### src/rtl/uart_rx_if.sv
// rtl/uart_rx_if.sv - byte handshake and status bundle between uart_rx and its consumer
interface uart_rx_if;
  logic [7:0] uart_dat_o;
  logic       uart_valid_o;
  logic       uart_rd_i;
  logic       uart_busy;
  logic       uart_frame_err_o;
  logic       uart_overrun_o;

  modport master (
    output uart_dat_o,
    output uart_valid_o,
    output uart_busy,
    output uart_frame_err_o,
    output uart_overrun_o,
    input  uart_rd_i
  );

  modport slave (
    input  uart_dat_o,
    input  uart_valid_o,
    input  uart_busy,
    input  uart_frame_err_o,
    input  uart_overrun_o,
    output uart_rd_i
  );
endinterface

### src/rtl/uart_rx.sv
// rtl/uart_rx.sv - 8N1 serial receiver with majority sampling and a byte buffer
// Define UART_RX_FIFO_EN to replace the single holding register with a FIFO_DEPTH-entry FIFO.
module uart_rx #(
  parameter int CLK_HZ     = 12000000,
  parameter int BAUD       = 115200,
  parameter int FIFO_DEPTH = 16
) (
  input  logic      sys_clk_i,
  input  logic      sys_rst_i,
  input  logic      uart_rx_i,
  uart_rx_if.master bus
);

  localparam int DIV = (CLK_HZ + BAUD / 2) / BAUD;
  localparam int CW  = $clog2(DIV);
  localparam logic [CW-1:0] HALF = CW'(DIV / 2);
  localparam logic [CW-1:0] LAST = CW'(DIV - 1);

  if (FIFO_DEPTH < 2 || (FIFO_DEPTH & (FIFO_DEPTH - 1)) != 0) begin : g_bad_depth
    $error("uart_rx: FIFO_DEPTH must be a power of two and at least 2");
  end

  typedef enum logic [1:0] {
    S_IDLE,
    S_START,
    S_DATA,
    S_STOP
  } state_e;

  state_e        state_q, state_d;
  logic          sync1_q, sync2_q;
  logic [2:0]    s_q;
  logic          m;
  logic [CW-1:0] cnt_q, cnt_d;
  logic [2:0]    idx_q, idx_d;
  logic [7:0]    sh_q, sh_d;
  logic          ferr_q, ferr_d;
  logic          push;
  logic          overrun_q;

  // The line is asynchronous; two flops settle it before the majority window sees it.
  always_ff @(posedge sys_clk_i) begin
    if (sys_rst_i) begin
      sync1_q <= 1'b1;
      sync2_q <= 1'b1;
      s_q     <= 3'b111;
    end else begin
      sync1_q <= uart_rx_i;
      sync2_q <= sync1_q;
      s_q     <= {s_q[1:0], sync2_q};
    end
  end

  assign m = (s_q[0] & s_q[1]) | (s_q[0] & s_q[2]) | (s_q[1] & s_q[2]);

  always_ff @(posedge sys_clk_i) begin
    if (sys_rst_i) begin
      state_q <= S_IDLE;
      cnt_q   <= '0;
      idx_q   <= '0;
      sh_q    <= '0;
      ferr_q  <= 1'b0;
    end else begin
      state_q <= state_d;
      cnt_q   <= cnt_d;
      idx_q   <= idx_d;
      sh_q    <= sh_d;
      ferr_q  <= ferr_d;
    end
  end

  always_comb begin
    state_d = state_q;
    cnt_d   = cnt_q + 1'b1;
    idx_d   = idx_q;
    sh_d    = sh_q;
    ferr_d  = 1'b0;
    push    = 1'b0;
    unique case (state_q)
      S_IDLE: begin
        cnt_d = '0;
        if (!s_q[0]) state_d = S_START;
      end
      S_START: begin
        // A start bit still low at mid-period is genuine; anything else was noise.
        if (cnt_q == HALF) begin
          if (m) begin
            state_d = S_IDLE;
          end else begin
            state_d = S_DATA;
            cnt_d   = '0;
            idx_d   = '0;
          end
        end
      end
      S_DATA: begin
        if (cnt_q == LAST) begin
          sh_d  = {m, sh_q[7:1]};
          cnt_d = '0;
          idx_d = idx_q + 3'd1;
          if (idx_q == 3'd7) state_d = S_STOP;
        end
      end
      S_STOP: begin
        if (cnt_q == LAST) begin
          cnt_d   = '0;
          state_d = S_IDLE;
          if (m) push = 1'b1;
          else   ferr_d = 1'b1;
        end
      end
      default: state_d = S_IDLE;
    endcase
  end

`ifdef UART_RX_FIFO_EN
  localparam int AW = $clog2(FIFO_DEPTH);

  logic [7:0]  mem_q [FIFO_DEPTH];
  logic [AW:0] wr_ptr_q, rd_ptr_q;
  logic        empty, full, pop, wr;

  assign empty = (wr_ptr_q == rd_ptr_q);
  assign full  = (wr_ptr_q[AW] != rd_ptr_q[AW]) && (wr_ptr_q[AW-1:0] == rd_ptr_q[AW-1:0]);
  assign pop   = bus.uart_rd_i & ~empty;
  // When full, a same-cycle pop frees the very slot the push overwrites.
  assign wr    = push & (~full | pop);

  always_ff @(posedge sys_clk_i) begin
    if (sys_rst_i) begin
      wr_ptr_q  <= '0;
      rd_ptr_q  <= '0;
      overrun_q <= 1'b0;
    end else begin
      if (wr)  wr_ptr_q <= wr_ptr_q + 1'b1;
      if (pop) rd_ptr_q <= rd_ptr_q + 1'b1;
      if (push && full && !pop) overrun_q <= 1'b1;
    end
  end

  always_ff @(posedge sys_clk_i) begin
    if (wr) mem_q[wr_ptr_q[AW-1:0]] <= sh_q;
  end

  assign bus.uart_valid_o = ~empty;
  assign bus.uart_dat_o   = empty ? 8'h00 : mem_q[rd_ptr_q[AW-1:0]];
`else
  logic [7:0] dat_q;
  logic       valid_q;
  logic       pop;

  assign pop = bus.uart_rd_i & valid_q;

  always_ff @(posedge sys_clk_i) begin
    if (sys_rst_i) begin
      dat_q     <= '0;
      valid_q   <= 1'b0;
      overrun_q <= 1'b0;
    end else begin
      if (push && (!valid_q || pop)) begin
        dat_q   <= sh_q;
        valid_q <= 1'b1;
      end else if (pop) begin
        valid_q <= 1'b0;
      end
      if (push && valid_q && !pop) overrun_q <= 1'b1;
    end
  end

  assign bus.uart_valid_o = valid_q;
  assign bus.uart_dat_o   = dat_q;
`endif

  assign bus.uart_busy        = (state_q != S_IDLE);
  assign bus.uart_frame_err_o = ferr_q;
  assign bus.uart_overrun_o   = overrun_q;

endmodule

### src/flat_wrapper.sv
// flat-port wrapper written by rule: the top's interface ports become plain ports
module uart_rx_flat 
#(
  parameter int CLK_HZ     = 12000000,
  parameter int BAUD       = 115200,
  parameter int FIFO_DEPTH = 16
)
  (sys_clk_i, sys_rst_i, uart_rx_i, bus_uart_dat_o, bus_uart_valid_o, bus_uart_busy, bus_uart_frame_err_o, bus_uart_overrun_o, bus_uart_rd_i);
  uart_rx_if bus_i ();
  input  logic sys_clk_i;
  input  logic sys_rst_i;
  input  logic uart_rx_i;
  output wire logic [$bits(bus_i.uart_dat_o)-1:0] bus_uart_dat_o;
  output wire logic [$bits(bus_i.uart_valid_o)-1:0] bus_uart_valid_o;
  output wire logic [$bits(bus_i.uart_busy)-1:0] bus_uart_busy;
  output wire logic [$bits(bus_i.uart_frame_err_o)-1:0] bus_uart_frame_err_o;
  output wire logic [$bits(bus_i.uart_overrun_o)-1:0] bus_uart_overrun_o;
  input wire logic [$bits(bus_i.uart_rd_i)-1:0] bus_uart_rd_i;
  assign bus_uart_dat_o = bus_i.uart_dat_o;
  assign bus_uart_valid_o = bus_i.uart_valid_o;
  assign bus_uart_busy = bus_i.uart_busy;
  assign bus_uart_frame_err_o = bus_i.uart_frame_err_o;
  assign bus_uart_overrun_o = bus_i.uart_overrun_o;
  assign bus_i.uart_rd_i = bus_uart_rd_i;
  uart_rx #(.CLK_HZ(CLK_HZ), .BAUD(BAUD), .FIFO_DEPTH(FIFO_DEPTH)) u_core (.sys_clk_i(sys_clk_i), .sys_rst_i(sys_rst_i), .uart_rx_i(uart_rx_i), .bus(bus_i));
endmodule
### config.mk
export PLATFORM = sky130hd
export DESIGN_NAME = uart_rx_flat
export DESIGN_NICKNAME = d
export VERILOG_FILES = /design/src/rtl/uart_rx_if.sv /design/src/rtl/uart_rx.sv /design/src/flat_wrapper.sv
export SDC_FILE = /design/constraint.sdc
export NUM_CORES = 1
export LEC_CHECK = 0
export BUFFER_PORTS_ARGS = -buffer_cell sky130_fd_sc_hd__buf_2
export CAP_MARGIN = 20
export CORE_MARGIN = 8
export CORE_UTILIZATION = 45
export DETAILED_ROUTE_END_ITERATION = 8
export GPL_ROUTABILITY_DRIVEN = 0
export MAX_ROUTING_LAYER = met4
export SLEW_MARGIN = 20
export SYNTH_ARGS = -nofsm -noshare
export SYNTH_HDL_FRONTEND = slang
export SYNTH_SLANG_ARGS = --single-unit
### constraint.sdc
create_clock -name sys_clk_i -period 4 [get_ports sys_clk_i]
set_clock_uncertainty 0.15 [all_clocks]
set_input_delay 0.4 -clock sys_clk_i [delete_from_list [all_inputs] [get_ports sys_clk_i]]
set_output_delay 0.4 -clock sys_clk_i [all_outputs]
set_load 0.05 [all_outputs]
== Word level (Yosys, flattened, before mapping) ==
Index checks and enable logic that the tools add are counted.

* Bits in registers: 36
* Input port bits: 4
* Word-level logic and storage cells: 69

* Mux-type cells: 21
* Eq/ne operators: 12
* $add $sub $neg: 2
* Reductions and logical operators: 15
* Bitwise operators: 8

{| class="wikitable"
|+ Operators by type and width
! operator !! count
|-
| 2-to-1 mux 7 bit || 3
|-
| one-hot mux 7 bit (3 select lines) || 1
|-
| 2-to-1 mux 2 bit || 6
|-
| 2-to-1 mux 3 bit || 3
|-
| inequality test 2 x 1 -> 1 bit, second input constant || 4
|-
| one-hot mux 2 bit (4 select lines) || 1
|-
| adder 7 x 1 -> 7 bit, second input constant || 1
|-
| equality test 7 x 6 -> 1 bit, second input constant || 1
|-
| equality test 7 bit, second input constant || 1
|-
| 2-to-1 mux 1 bit || 6
|-
| one-hot mux 3 bit (2 select lines) || 1
|-
| nonzero test 2 bit || 3
|-
| AND reduction 5 bit || 1
|-
| AND 1 bit || 4
|-
| equality test 2 bit, second input constant || 2
|-
| inequality test 2 bit, second input constant || 2
|-
| AND reduction 4 bit || 1
|-
| adder 3 x 1 -> 3 bit, second input constant || 1
|-
| equality test 3 bit, second input constant || 1
|-
| logical AND 1 bit || 3
|-
| OR reduction 3 bit || 1
|-
| equality test 2 x 1 -> 1 bit, second input constant || 1
|-
| zero test 1 bit || 2
|-
| zero test 2 bit || 1
|-
| 5 further kinds || 7
|}

== Longest topological paths before layout ==
Gate-level depths: netlist (run 1).

* Word-level depth: 8
* Depth in mapped cells: 6

== Least setup slack after synthesis (run 1) ==
No wires, ideal clock.

* Kind: reg2reg
* Start point: register u_core.valid_q, in the netlist u_core.bus.uart_valid_o
* End point: register u_core.dat_q[0], in the netlist u_core.bus.uart_dat_o[0]
* Required time: 3.718 ns
* Cell stages (with the launch flop): 6
* Buffers on the path: 1
* Arrival time: 1.339 ns
* Slack: 2.378 ns
* Clock period less this slack: 1.622 ns
* Library setup time: 0.132 ns
* Cells stage by stage: dfxtp_1 > nand2b_1 > clkbuf_1 > nand2_1 > o31ai_1 > a21oi_1

* Cells in the longest elaborated chain, start to end: 3
* Elaborated cells between the ends (all ways): 4
* Classes of those cells: bitwise (1); reduce/logical (3)

{| class="wikitable"
|+ Ends and longest elaborated chain
! item !! line !! text
|-
| start: declaration || uart_rx.sv:149 || <nowiki>logic valid_q;</nowiki>
|-
| start signal: assignment || uart_rx.sv:157 || <nowiki>valid_q <= 1'b0;</nowiki>
|-
| start signal: assignment || uart_rx.sv:162 || <nowiki>valid_q <= 1'b1;</nowiki>
|-
| start signal: assignment || uart_rx.sv:164 || <nowiki>valid_q <= 1'b0;</nowiki>
|-
| AND 1 bit or zero test 1 bit (tied branches) || uart_rx.sv:152, uart_rx.sv:160 ||
|-
| logical OR 1 bit (*) || uart_rx.sv:160 || <nowiki>if (push && (!valid_q || pop)) begin</nowiki>
|-
| logical AND 1 bit (*) || uart_rx.sv:160 ||
|-
| end signal: assignment || uart_rx.sv:161 || <nowiki>dat_q <= sh_q;</nowiki>
|-
| end: declaration || uart_rx.sv:148 || <nowiki>logic [7:0] dat_q;</nowiki>
|}

Mark *: on every way between the ends. The rest lies on a longest branch, timed or not.
A chain may end at the register's enable or synchronous reset.

==> results of run 1 <==
==> flip-flops by register name, indices dropped and copies added (netlist names), named ones only <==
register and count:
u_core.sh_q 8, u_core.cnt_q 7, u_core.idx_q 3, u_core.bus.uart_dat_o 8, u_core.state_q 1, u_core.bus.uart_valid_o 1, u_core.s_q 3, u_core.sync1_q 1
u_core.sync2_q 1, u_core.bus.uart_overrun_o 1, u_core.bus.uart_frame_err_o 1
==> final cells by class <==
type	count	area, um^2
fillers	363	1630
repair buffers	15	75.1
clock buffers	8	58.8
multi-input cells	117	704
flip-flops and latches	36	721
inverters	3	11.3
well taps	46	57.6
==> worst paths after layout <==
check                          to  slack, ns  depth (start not counted)             from
setup / recovery    bus_uart_busy       2.01                          2         register
hold / removal     u_core.sync1_q       0.10                          2        uart_rx_i
setup reg to reg  u_core.cnt_q[0]       2.10                          5  u_core.cnt_q[0]
hold reg to reg    u_core.sync2_q       0.27                          1   u_core.sync1_q
==> cells by family (layout without fill, tap and decap cells) <==
logic type,Yosys count,count (layout)
AOI/OAI and AO/OA,33,33
xor gates and xnor gates,5,5
buffers and inverters,14,26
and+or+nand+nor,73,73
muxes,1,1
adders and majority gates,5,5
DFF,36,36
==> metrics by stage <==
step,setup slack (ns),utilization [%]
floorplan,2.38,-
detailed placement,2.10,48.2
global placement,2.17,48.2
finish,2.01,50.0
CTS,2.01,50.0
global route,1.87,50.0
==> power groups by stage <==
stage | clock [mW] | sequential [mW] | combinational [mW]
2_1_floorplan | 0 | 0.369 | 0.0118
5_1_grt | 0.226 | 0.363 | 0.0159
6_report | 0.200 | 0.362 | 0.0143
3_5_place_dp | 0 | 0.370 | 0.0143
3_3_place_gp | 0 | 0.370 | 0.0141
4_1_cts | 0.206 | 0.362 | 0.0144
==> cell usage in the layout, fill, tap and decap left out, types with 2 or more instances in the layout <==
cell      Yosys  final
dfxtp_1      36     36
nand2_1      24     24
a21oi_1      20     20
buf_2         3     15
nand3_1      12     12
o31ai_1       8      8
or2_2         6      6
nand4b_1      6      6
nor2_1        6      6
nor3_1        5      5
clkbuf_4      0      5
xor2_1        4      4
ha_1          4      4
inv_1         3      3
nand2b_1      3      3
and4b_1       2      2
and2_1        2      2
nor4_1        2      2
clkbuf_1      7      2
==> layer usage <==
layer	track usage [%]	part of all wire, %	up-vias	wire length [um]
li1	-	-	610	-
met1	13.4	45	560	1340
met2	20.5	46	36	1370
met3	4.37	6.4	5	190
met4	4.66	1.6	0	47
met5	-	0	-	0
==> key figures, run 1 <==
Global routing
  • Aggregate global-route resource usage: 12.4%
  • Largest net degree at the start of global routing: 38
  • Initial antenna violation count: 0
  • Grt total ovfl: 0
  • Vias in the first global route: 1134
  • First-pass GRT wire length: 5020 um

Place
  • HPWL Detailed: between 2000 and 2500 um
  • Port bufs: 15
  • Placed Cells: roughly 220
  • Placement Cell Area: around 0.0016 mm^2

Floorplan
  • FP Rows: 21
  • Die H: between 70 and 80 um
  • Die footprint: approximately 0.0054 mm^2
  • Die span in x: about 73 um
  • Ports: 16
  • Core area: around 0.0033 mm^2
  • Initial core utilization: a little under half

Critical path
  • Worst path slowest cell: dfxtp_1
  • Setup crit start kind: register
  • Crit. End Element: primary output
  • Bufs and invs on worst path: 1
  • Cell Chain, Critical Path: or2_2 > buf_2
  • Kind of critical path: register to primary output
  • CP max stage delay: ~0.65 ns
  • Worst EP arrival: between 1 and 1.5 ns
  • Critical Path RT: around 3.5 ns
  • Crit path max-delay family: flip-flops
  • Crit-path max FO: 15

Yosys
  • Async S/R FF share, synth: 0%
  • Area leader, netlist: dfxtp_1
  • Synth Area in Adders: under 10%
  • Largest family of logic cells by synthesized area: simple AND/OR/NAND/NOR gates
  • Synth top area cells: dfxtp_1 49%, a21oi_1 6.8%, nand2_1 6.1%, nand3_1 4.1%, o31ai_1 4.1%
  • Post-synthesis mux area share: less than 1%
  • Yosys cell types: 32
  • Most common library cells after synthesis: 36 x dfxtp_1, 24 x nand2_1, 20 x a21oi_1
  • Syn avg cell area: roughly 8.9 um^2
  • Seq cells post-synth: 36
  • Synth top area share: between 40% and 50%
  • Synth Area in Simple Gates: a little over a quarter
  • Number of synthesized flops with an enable pin: 0
  • Xor and xnor area share after synthesis: 2.96%
  • Post-synthesis compound-gate area fraction: a little over an eighth
  • Sequential area share after synthesis: 48.6%
  • Cells after synthesis: 167
  • Mapped cell area: 0.00148 mm^2
  • Most used flip-flop cell after synthesis: dfxtp_1
  • Yosys warns: 0
  • Cell with the most instances after synthesis: dfxtp_1
  • Syn nets: ~180

STA
  • Period utilization: roughly half
  • Setup tns final: 0 ns
  • Final setup vio count: 0
  • Rel. slew slack: approximately three fifths
  • Slew Limit Fails: 0
  • Post-layout min period: between 1.5 and 2 ns
  • Final Hold Viols: 0
  • Worst slew pin tran: about 0.6 ns
  • Fmax: about 500 MHz
  • RSZ-0062 raised after global routing: no
  • Hold Worst Slack: ~0.10 ns

Clock network
  • Reg clk slew, reported paths: 0.09 ns
  • CTS root buf: clkbuf_4
  • Post-CTS sizing: 0
  • Post-CTS Setup Repair Bufs: 0
  • H-tree depth: 2
  • Maximum buffer depth of the clock tree: 2
  • Clk sink count: 36
  • TritonCTS Buffers: 5
  • Later-pin clock latency in the skew report: roughly 0.33 ns
  • CTS tree: built
  • CTS Hold Bufs: 0

Layout
  • Fin cells: 225
  • Ant diodes: 0
  • Final Instance Area: 0.00163 mm^2
  • Layout net count: around 190
  • Area Overhead vs Synth: 9.88%
  • Layout cells sized above 1: about 16%

Route
  • DRC viols: 0
  • Wire per inst: about 13 um
  • Via count: 1211
  • Post-Route WL: 2960 um
  • Detail Route Antenna Nets: 0
  • Length of the first detailed-routing pass in iterations: 4
  • Vias/cell: about 5.4
  • DR iter-0 viols: just under 80

Power and ir drop
  • Pleak: 0.587 nW
  • Worst VDD drop: ~0.00019 V
  • Overall power: between 0.5 and 0.6 mW
  • Clock Power Share: 34.7%
  • Internal: around 0.45 mW
  • Comb pwr share: under 10%
  • Net switching power: 0.124 mW
  • PD cells: between 300 and 400 mW/mm^2
  • Sw frac: 21.6%
  • Reg power frac: a little over three fifths

Job
  • Max_cap viols: 0

Worst hold path
  • Worst hold path type: input port to register

Outcome
  • Status: complete, no violations
Note: power is estimated with default switching activity, not from simulation.
==> run 2: changes to the inputs <==
- ABC_AREA: default -> 1
- clock period: 4 -> 1.93 ns (I/O delays scaled with it)
==> key figures, run 2 <==
Outcome
  • Status: complete, no violations

STA
  • Worst slew pin tran: about 0.45 ns
  • RSZ-0062 raised after global routing: no
  • Setup tns final: 0 ns
  • Final Hold Viols: 0
  • Setup slack after layout: 0.252 ns
  • Period utilization: roughly 87%
  • Final setup vio count: 0
  • Post-layout min period: approximately 1.7 ns
  • Fmax: 596 MHz
  • Rel. slew slack: a little over two thirds
  • Slew Limit Fails: 0

Power and ir drop
  • PD cells: 704 mW/mm^2
  • Pleak: just under 0.9 nW
  • Worst VDD drop: between 0.0005 and 0.0006 V

Floorplan
  • Die footprint: between 0.005 and 0.006 mm^2
  • Initial core utilization: between 40% and 50%
  • Die H: ~74 um
  • Die span in x: between 70 and 80 um
  • Ports: 16
  • Core area: ~0.0033 mm^2
  • FP Rows: 21

Route
  • Detail Route Antenna Nets: 0
  • Vias/cell: approximately 4.5
  • DRC viols: 0
  • Post-Route WL: ~2800 um
  • Via count: 1253
  • Length of the first detailed-routing pass in iterations: 4
  • Wire per inst: just over 10 um
  • DR iter-0 viols: 64

Layout
  • Layout cells sized above 1: 15.2%
  • Register area: around 720 um^2
  • Commonest non-fill, non-tap cell in the layout: nor2_1
  • Ant diodes: 0
  • Area Overhead vs Synth: 13.2%
  • Layout net count: about 240
  • Most frequent cells in the layout: 51 x nor2_1, 40 x nand2_1, 36 x dfxtp_1, 27 x inv_1, 15 x buf_2
  • Fin cells: around 280
  • Filler instances: ~350
  • Area of the multi-input gates: ~670 um^2

Place
  • HPWL Detailed: 2050 um
  • Placement Setup Slack: ~0.27 ns
  • Placed Cells: 266
  • Port bufs: 15

Global routing
  • Grt total ovfl: 0
  • Largest net degree at the start of global routing: 21
  • Vias in the first global route: approximately 1200
  • Initial antenna violation count: 0
  • First-pass GRT wire length: between 4000 and 5000 um
  • Aggregate global-route resource usage: between 10% and 20%

Yosys
  • Sequential area share after synthesis: between 40% and 50%
  • Most used flip-flop cell after synthesis: dfxtp_1
  • Async S/R FF share, synth: 0%
  • Most common library cells after synthesis: 51 x nor2_1, 40 x nand2_1, 36 x dfxtp_1
  • Syn avg cell area: 7.37 um^2
  • Number of synthesized flops with an enable pin: 0
  • Synth top area cells: dfxtp_1 47%, nor2_1 13%, nand2_1 9.8%, inv_1 6.6%, o21ai_0 3.9%
  • Synth top area share: 47.2%
  • Seq cells post-synth: 36
  • Area leader, netlist: dfxtp_1
  • Syn nets: 215
  • Mapped cell area: ~0.0015 mm^2
  • Cells after synthesis: about 210
  • Yosys cell types: 22
  • Cell with the most instances after synthesis: nor2_1
  • Yosys warns: 0

Clock network
  • CTS tree: built
  • Clk sink count: 36
  • H-tree depth: 2
  • Later-pin clock latency in the skew report: approximately 0.32 ns
  • Maximum buffer depth of the clock tree: 2
  • Reg clk slew, reported paths: roughly 0.10 ns
  • Post-CTS sizing: 0
  • CTS root buf: clkbuf_4
  • TritonCTS Buffers: 5
  • Post-CTS Setup Repair Bufs: 0

Critical path
  • Crit. End Element: register
  • Worst path slowest cell: dfxtp_1
  • Crit-path max FO: 10
  • Kind of critical path: register to register
  • Worst EP arrival: 1.76 ns
  • CP max stage delay: a little under 0.4 ns
  • Cell Chain, Critical Path: ha_1 > nand2_1 > nor2_2 > nand2_2 > nor2_2 > inv_2 > nand2_1 > inv_1 > nor2_1 > nor2_1
  • Critical Path RT: ~2.0 ns
  • Setup crit start kind: register

Job
  • Max_cap viols: 0

Worst hold path
  • Worst hold path type: input port to register
## run 2: changes by cell type after synthesis, sizes merged, moves of 7 or more
cell	delta
o21ai	+11
nor2	+47
a21oi	-13
nand3	-7
o31ai	-8
nand2	+17
inv	+26
## run 2: per-stage QoR
step | hold slack (ns) | total power, mW | area (um^2) | utilization (%)
5_1_grt | 0.180 | 1.27 | 1730 | 52.2
2_1_floorplan | 0.112 | 0.806 | 1530 | -
3_3_place_gp | 0.230 | 0.820 | 1650 | 49.8
4_1_cts | 0.116 | 1.23 | 1730 | 52.2
6_report | 0.124 | 1.22 | 1730 | 52.2
3_5_place_dp | 0.238 | 0.821 | 1650 | 49.8
## run 2: final timing paths
check                                startpoint                   endpoint  slack, ns  cells after the start
worst max register to register  u_core.cnt_q[0]            u_core.idx_q[2]       0.25                     10
worst min-delay path              bus_uart_rd_i  u_core.bus.uart_overrun_o       0.12                      5
worst min register to register   u_core.sync1_q             u_core.sync2_q       0.27                      1
worst max-delay path            u_core.cnt_q[0]            u_core.idx_q[2]       0.25                     10
## run 2: cells by family (layout without fill, tap and decap cells)
| family | after synthesis | count (layout) | synth area share [%] |
|---|---|---|---|
| flip-flops | 36 | 36 | 47.2 |
| AND/OR/NAND/NOR | 109 | 109 | 30.4 |
| AO/OA/AOI/OAI | 20 | 20 | 7.46 |
| XOR/XNOR | 5 | 5 | 2.87 |
| buffers and inverters | 33 | 56 | 8.77 |
| adder cells (fa/ha/maj) | 4 | 4 | 3.28 |
## run 2: metal layers
| layer | track usage (%) | vias to the layer above | part of all wire [%] |
|---|---|---|---|
| li1 | - | 674 | - |
| met1 | 13.4 | 549 | 50 |
| met2 | 18.3 | 28 | 45 |
| met3 | 4.58 | 2 | 4.0 |
| met4 | 3.70 | 0 | 0.81 |
| met5 | - | - | 0 |
## run 2: timing repair
item | CTS | global route
hold buffers | 2 | 0
endpoints found under the setup margin | 0 | 0
hold endpoints to repair | 4 | 0
## run 2: final cells by class
type / instances / share of cell area (%)
inverters: 29 / 6.30
flip-flops and latches: 36 / 41.7
repair buffers: 19 / 6.37
well taps: 46 / 3.33
clock buffers: 8 / 3.40
multi-input cells: 138 / 38.9
## run 2: report_power, final
part,internal [mW],leakage (nW),switching (mW)
Sequential,0.749,0.291,0.00439
Combinational,0.0179,0.570,0.0363
Clock,0.180,0.0326,0.229
Total,0.947,0.893,0.270
## run 2: critical path, delay by kind of cell (launching register included)
family / cells / cell delay (ns)
and+or+nand+nor: 7 / 0.66
DFF: 1 / 0.39
adders and majority gates: 1 / 0.21
buffers and inverters: 2 / 0.17
